$ cat config.mk
export PLATFORM = sky130hd
export DESIGN_NAME = sdram_arbiter
export DESIGN_NICKNAME = d
export VERILOG_FILES = /design/src/rtl/sdram_pkg.sv /design/src/rtl/sdram_ref_timer.sv /design/src/rtl/sdram_arbiter.sv
export SDC_FILE = /design/constraint.sdc
export NUM_CORES = 1
export LEC_CHECK = 0
export BUFFER_PORTS_ARGS = -buffer_cell sky130_fd_sc_hd__buf_2
export CAP_MARGIN = 30
export CORE_UTILIZATION = 37
export CTS_CLUSTER_DIAMETER = 150
export DETAILED_ROUTE_END_ITERATION = 10
export GPL_ROUTABILITY_DRIVEN = 0
export PLACE_DENSITY_LB_ADDON = 0.2
export SETUP_SLACK_MARGIN = 0.2
export SLEW_MARGIN = 20
export SYNTH_ARGS = -nofsm -noshare
export SYNTH_HDL_FRONTEND = slang
export SYNTH_SLANG_ARGS = --single-unit
$ cat constraint.sdc
create_clock -name sclk -period 2 [get_ports sclk]
set_input_delay 0.2 -clock sclk [delete_from_list [all_inputs] [get_ports sclk]]
set_output_delay 0.2 -clock sclk [all_outputs]
set_load 0.02 [all_outputs]
$ cat src/rtl/sdram_pkg.sv
// Shared SDRAM controller definitions: command encodings, bus widths and arbiter states.
package sdram_pkg;

  localparam int unsigned CmdW  = 4;
  localparam int unsigned AddrW = 12;
  localparam int unsigned BankW = 2;
  localparam int unsigned DataW = 16;

  // {cs_n, ras_n, cas_n, we_n}
  localparam logic [CmdW-1:0] CMD_NOP  = 4'b0111;
  localparam logic [CmdW-1:0] CMD_ACT  = 4'b0011;
  localparam logic [CmdW-1:0] CMD_RD   = 4'b0101;
  localparam logic [CmdW-1:0] CMD_WR   = 4'b0100;
  localparam logic [CmdW-1:0] CMD_PRE  = 4'b0010;
  localparam logic [CmdW-1:0] CMD_AREF = 4'b0001;
  localparam logic [CmdW-1:0] CMD_MRS  = 4'b0000;

  typedef enum logic [4:0] {
    S_INIT  = 5'b00001,
    S_ARBIT = 5'b00010,
    S_AREF  = 5'b00100,
    S_WRITE = 5'b01000,
    S_READ  = 5'b10000
  } state_e;

endpackage

$ cat src/rtl/sdram_ref_timer.sv
// Refresh interval timer: free-runs once init is done and raises ref_req every REF_CYCLES.
module sdram_ref_timer #(
  parameter int unsigned REF_CYCLES = 780
) (
  input  logic sclk,
  input  logic srst_n,
  input  logic init_end,
  input  logic ref_done,
  output logic ref_req
);

  logic [9:0] cnt_q, cnt_d;
  logic       ref_req_q, ref_req_d;
  logic       wrap;

  always_comb begin
    cnt_d = cnt_q;
    wrap  = 1'b0;
    if (!init_end) begin
      cnt_d = '0;
    end else if (cnt_q == 10'(REF_CYCLES - 1)) begin
      cnt_d = '0;
      wrap  = 1'b1;
    end else begin
      cnt_d = cnt_q + 10'd1;
    end
    // A wrap coinciding with ref_done keeps the request pending.
    ref_req_d = wrap | (ref_req_q & ~ref_done);
  end

  always_ff @(posedge sclk or negedge srst_n) begin
    if (!srst_n) begin
      cnt_q     <= '0;
      ref_req_q <= 1'b0;
    end else begin
      cnt_q     <= cnt_d;
      ref_req_q <= ref_req_d;
    end
  end

  assign ref_req = ref_req_q;

endmodule

$ cat src/rtl/sdram_arbiter.sv
// SDRAM bus sequencer: holds off until init completes, then grants the bus to refresh,
// write or read engines and muxes the granted engine onto the SDRAM pins.
module sdram_arbiter
  import sdram_pkg::*;
#(
  parameter int unsigned REF_CYCLES = 780
) (
  input  logic             sclk,
  input  logic             srst_n,
  input  logic             init_end,
  input  logic [CmdW-1:0]  init_cmd,
  input  logic [AddrW-1:0] init_addr,
  output logic             ref_en,
  input  logic             ref_end,
  input  logic [CmdW-1:0]  ref_cmd,
  input  logic [AddrW-1:0] ref_addr,
  input  logic             wr_ask,
  output logic             wr_en,
  input  logic             wr_end,
  input  logic [CmdW-1:0]  wr_cmd,
  input  logic [AddrW-1:0] wr_addr,
  input  logic [BankW-1:0] wr_bank,
  input  logic [DataW-1:0] wr_data,
  input  logic             wr_data_en,
  input  logic             rd_ask,
  output logic             rd_en,
  input  logic             rd_end,
  input  logic [CmdW-1:0]  rd_cmd,
  input  logic [AddrW-1:0] rd_addr,
  input  logic [BankW-1:0] rd_bank,
  output logic             sdram_cke,
  output logic [CmdW-1:0]  sdram_cmd,
  output logic [AddrW-1:0] sdram_addr,
  output logic [BankW-1:0] sdram_bank,
  output logic [DataW-1:0] sdram_dq_out,
  output logic             sdram_dq_oe
);

  state_e state_q, state_d;
  logic   last_wr_q, last_wr_d;
  logic   ref_req;
  logic   ref_done;

  // Only a refresh that actually holds the bus may retire the request.
  assign ref_done = ref_end & (state_q == S_AREF);

  sdram_ref_timer #(
    .REF_CYCLES(REF_CYCLES)
  ) u_ref_timer (
    .sclk    (sclk),
    .srst_n  (srst_n),
    .init_end(init_end),
    .ref_done(ref_done),
    .ref_req (ref_req)
  );

  always_comb begin
    state_d   = state_q;
    last_wr_d = last_wr_q;
    unique case (state_q)
      S_INIT:  if (init_end) state_d = S_ARBIT;
      S_ARBIT: begin
        if (ref_req) begin
          state_d = S_AREF;
        end else if (wr_ask && (!rd_ask || !last_wr_q)) begin
          state_d   = S_WRITE;
          last_wr_d = 1'b1;
        end else if (rd_ask) begin
          state_d   = S_READ;
          last_wr_d = 1'b0;
        end
      end
      S_AREF:  if (ref_end) state_d = S_ARBIT;
      S_WRITE: if (wr_end) state_d = S_ARBIT;
      S_READ:  if (rd_end) state_d = S_ARBIT;
      default: state_d = S_INIT;
    endcase
  end

  always_ff @(posedge sclk or negedge srst_n) begin
    if (!srst_n) begin
      state_q   <= S_INIT;
      last_wr_q <= 1'b0;
    end else begin
      state_q   <= state_d;
      last_wr_q <= last_wr_d;
    end
  end

  always_comb begin
    sdram_cmd  = CMD_NOP;
    sdram_addr = '0;
    sdram_bank = '0;
    unique case (state_q)
      S_INIT: begin
        sdram_cmd  = init_cmd;
        sdram_addr = init_addr;
      end
      S_AREF: begin
        sdram_cmd  = ref_cmd;
        sdram_addr = ref_addr;
      end
      S_WRITE: begin
        sdram_cmd  = wr_cmd;
        sdram_addr = wr_addr;
        sdram_bank = wr_bank;
      end
      S_READ: begin
        sdram_cmd  = rd_cmd;
        sdram_addr = rd_addr;
        sdram_bank = rd_bank;
      end
      default: ;
    endcase
  end

  // Dropping the grant while refresh is pending makes the engine stop after this burst.
  assign ref_en       = (state_q == S_AREF);
  assign wr_en        = (state_q == S_WRITE) & ~ref_req;
  assign rd_en        = (state_q == S_READ) & ~ref_req;
  assign sdram_dq_out = wr_data;
  assign sdram_dq_oe  = (state_q == S_WRITE) & wr_data_en;
  assign sdram_cke    = 1'b1;

endmodule

==> out/results.ini <==
[timing]
max_freq_ghz = 0.488
fin_skew_ns = 0.00109
hold_violations = 0
period_share = 1.02
slew_viol_final = 0
setup_viol = 3
fin_ws_ns = -0.0474
setup_tns_ns = -0.135
grt_setup_unrepaired = yes
finalCriticalPeriod_ns = 2.05

[worst_setup_path]
critPathLaunch = state_q[0]
regToRegSetupSlack_ns = 0.23
critPathCapture = sdram_cmd[2]
rr_worst_depth = 5
cp_max_fo = 4
crit_type = reg -> out
r2r-start = state_q[0]
critical_path_arrival_ns = 1.85
worst_setup_path_start_kind = register
r2r_end = state_q[1]
cp.required_ns = 1.80
end_kind = primary output

[drt]
wl_per_cell_um = 15.2
vias = 1636
route.detailed.drc = 0
avgViaCountPerCell = 5.11
drt_first_pass_iters = 4
ant_nets = 0
drt_iter0_drc = 87
drt_wl_total_mm = 4.87

[logic_synthesis]
synth_area_mm2 = 0.00139
synthTopCellsByCount = a22oi_1 (33), nand2_1 (19), nor2_1 (18)
ys_async_sr_fraction = 1.00
synth-edff-count = 0
synth_top_area_share = 0.288
syn_area_per_cell_um2 = 8.17
synth_flop_cell = dfrtp_1
synthCells = 170
synth-seq-cells = 17
synth_area_leaders = dfrtp_1 (29%), a22oi_1 (18%), buf_4 (9.2%), nand2_1 (5.1%), nor2_1 (4.9%)
yosysMostFrequentCell = a22oi_1
ys_types = 34
yosys.area.top_type = dfrtp_1
synth_warnings = 0
syn_nets = 264
seq_area_frac_synth = 0.307

[floorplan]
dieWidth_um = 63.3
fp.coreArea_mm2 = 0.00347
pin_count = 132
dieHeight_um = 63.3
initial_core_util = 0.400
core.rowCount = 21
die-area_mm2 = 0.00400

[cts]
htreeDepth = 1
root_buffer = clkbuf_8
cts_buffer_depth = 2
cts_sinks = 17
cts.clk_slew.worst_paths_ns = 0.06
numCtsBuffers = 3
insertion_delay_ns = 0.25
cts_tree = yes

[placement]
dp_slack_ns = 0.0809
dp_cells = 301
numPortBuffers = 98
placed_cell_area_mm2 = 0.00192
dp_hpwl_mm = 3.51

[pwr]
power_density_mw_per_mm2 = 926
irDropWorstVdd_v = 0.000588
p_leak_nw = 1.14

[run_status]
outcome = finished with violations
failed_checks = negative setup slack

[layout]
final_cells = 320
nNetsFinal = 369
area_growth_pct = 69.2
drive_gt1_frac = 0.606
fin_area_mm2 = 0.00235
antenna_cells = 0
fillers = 295

[hold_path]
hold_path.class = in -> reg
hold_depth = 2

[global_route]
grt_pass1_wl_mm = 7.32
grt_pass1_vias = 1589
grtUsageTotal = 0.231
antenna_found_initial = 0
grt_overflow = 0
grt_max_degree = 18

[run]
drv_cap = 0

-- area by class of cell --
cell class,count,area (um^2),share of cell area
Inverter,6,22.5,0.00958
Sequential cell,17,429,0.183
Tap cell,46,57.6,0.0245
Multi-Input combinational cell,119,915,0.389
Clock buffer,4,45.0,0.0192
Timing Repair Buffer,128,881,0.375
-- logic make-up (layout without fill, tap and decap cells) --
| group | Yosys count | count (layout) | share of synthesized area |
|---|---|---|---|
| adder cells (fa/ha/maj) | 1 | 1 | 0.00901 |
| AND/OR/NAND/NOR | 63 | 63 | 0.227 |
| buffers and inverters | 34 | 138 | 0.142 |
| AO/OA/AOI/OAI | 45 | 45 | 0.255 |
| XOR/XNOR | 9 | 9 | 0.0568 |
| flip-flops | 17 | 17 | 0.307 |
| other | 1 | 1 | 0.00270 |
-- layer usage --
metal / up-vias / global-route usage / part of all wire / wire [um]
met5: - / 0 / 0 / 0
met4: 0 / 0.0597 / 0.0086 / 42
met3: 4 / 0.0344 / 0.059 / 289
met2: 72 / 0.413 / 0.53 / 2600
met1: 752 / 0.288 / 0.40 / 1940
li1: 808 / - / - / -
-- stage by stage --
step | hold WS [ns] | util | power, W
after global routing | 0.171 | 0.677 | 0.00230
after CTS | 0.147 | 0.626 | 0.00201
after floorplan | -0.0956 | - | 0.00112
after global placement | 0.137 | 0.553 | 0.00148
final | 0.152 | 0.677 | 0.00218
after detailed placement | 0.139 | 0.553 | 0.00148
-- how the worst min path moves through the flow --
stage / from / end / slack (ns)
after floorplan: srst_n / last_wr_q / -0.1
after global placement: srst_n / u_ref_timer.cnt_q[3] / 0.14
after detailed placement: srst_n / u_ref_timer.cnt_q[9] / 0.14
after CTS: wr_end / state_q[3] / 0.15
after global routing: wr_end / state_q[3] / 0.17
final: wr_end / state_q[3] / 0.15
-- power breakdown --
| group | switching, W | leakage (nW) | total (W) | internal [W] |
|---|---|---|---|---|
| Sequential | 0.0000317 | 0.225 | 0.000423 | 0.000391 |
| Combinational | 0.000716 | 0.893 | 0.00150 | 0.000786 |
| Clock | 0.000109 | 0.0228 | 0.000251 | 0.000141 |
| Total | 0.000857 | 1.14 | 0.00218 | 0.00132 |
-- flip-flops by register name, indices dropped and copies added (netlist names) --
register	flops
u_ref_timer.cnt_q	10
u_ref_timer.ref_req	1
state_q	5
last_wr_q	1
-- placed cells by master, fill, tap and decap left out, drive strengths merged --
cell,Yosys,final
o41ai,1,1
xnor2,7,7
nor3,2,2
clkbuf,6,4
a2bb2oi,1,1
dfstp,1,1
nand4,4,4
nor3b,2,2
nand2,19,19
o2bb2ai,1,1
or3,1,1
conb,1,1
a22o,5,5
o21ai,2,2
nor4,2,2
nand3,7,7
or4,1,1
dfrtp,16,16
a32o,1,1
buf,22,127
or4b,1,1
ha,1,1
xor2,2,2
a221oi,1,1
and3,1,1
a22oi,33,33
dlygate4sd3,0,1
nor2b,2,2
and2,2,2
nor2,18,18
nor4bb,1,1
inv,6,6
-- what timing repair did --
item | 4_1_cts | 5_1_grt
resized for setup | 52 | 26
setup buffers | 2 | 9
cloned | 1 | 2
hold endpoints to repair | 16 | 0
pin swaps | 7 | 7
hold buffers | 1 | 0
endpoints found under the setup margin | 23 | 25
-- worst max-delay path: stages (launching register included) --
cell and delay, ns:
dfstp_2 0.54, buf_6 0.11, nor2_4 0.03, and3_4 0.15
or4_4 0.55, nand3_2 0.09, buf_6 0.11
(Power assumes the default switching activity.)
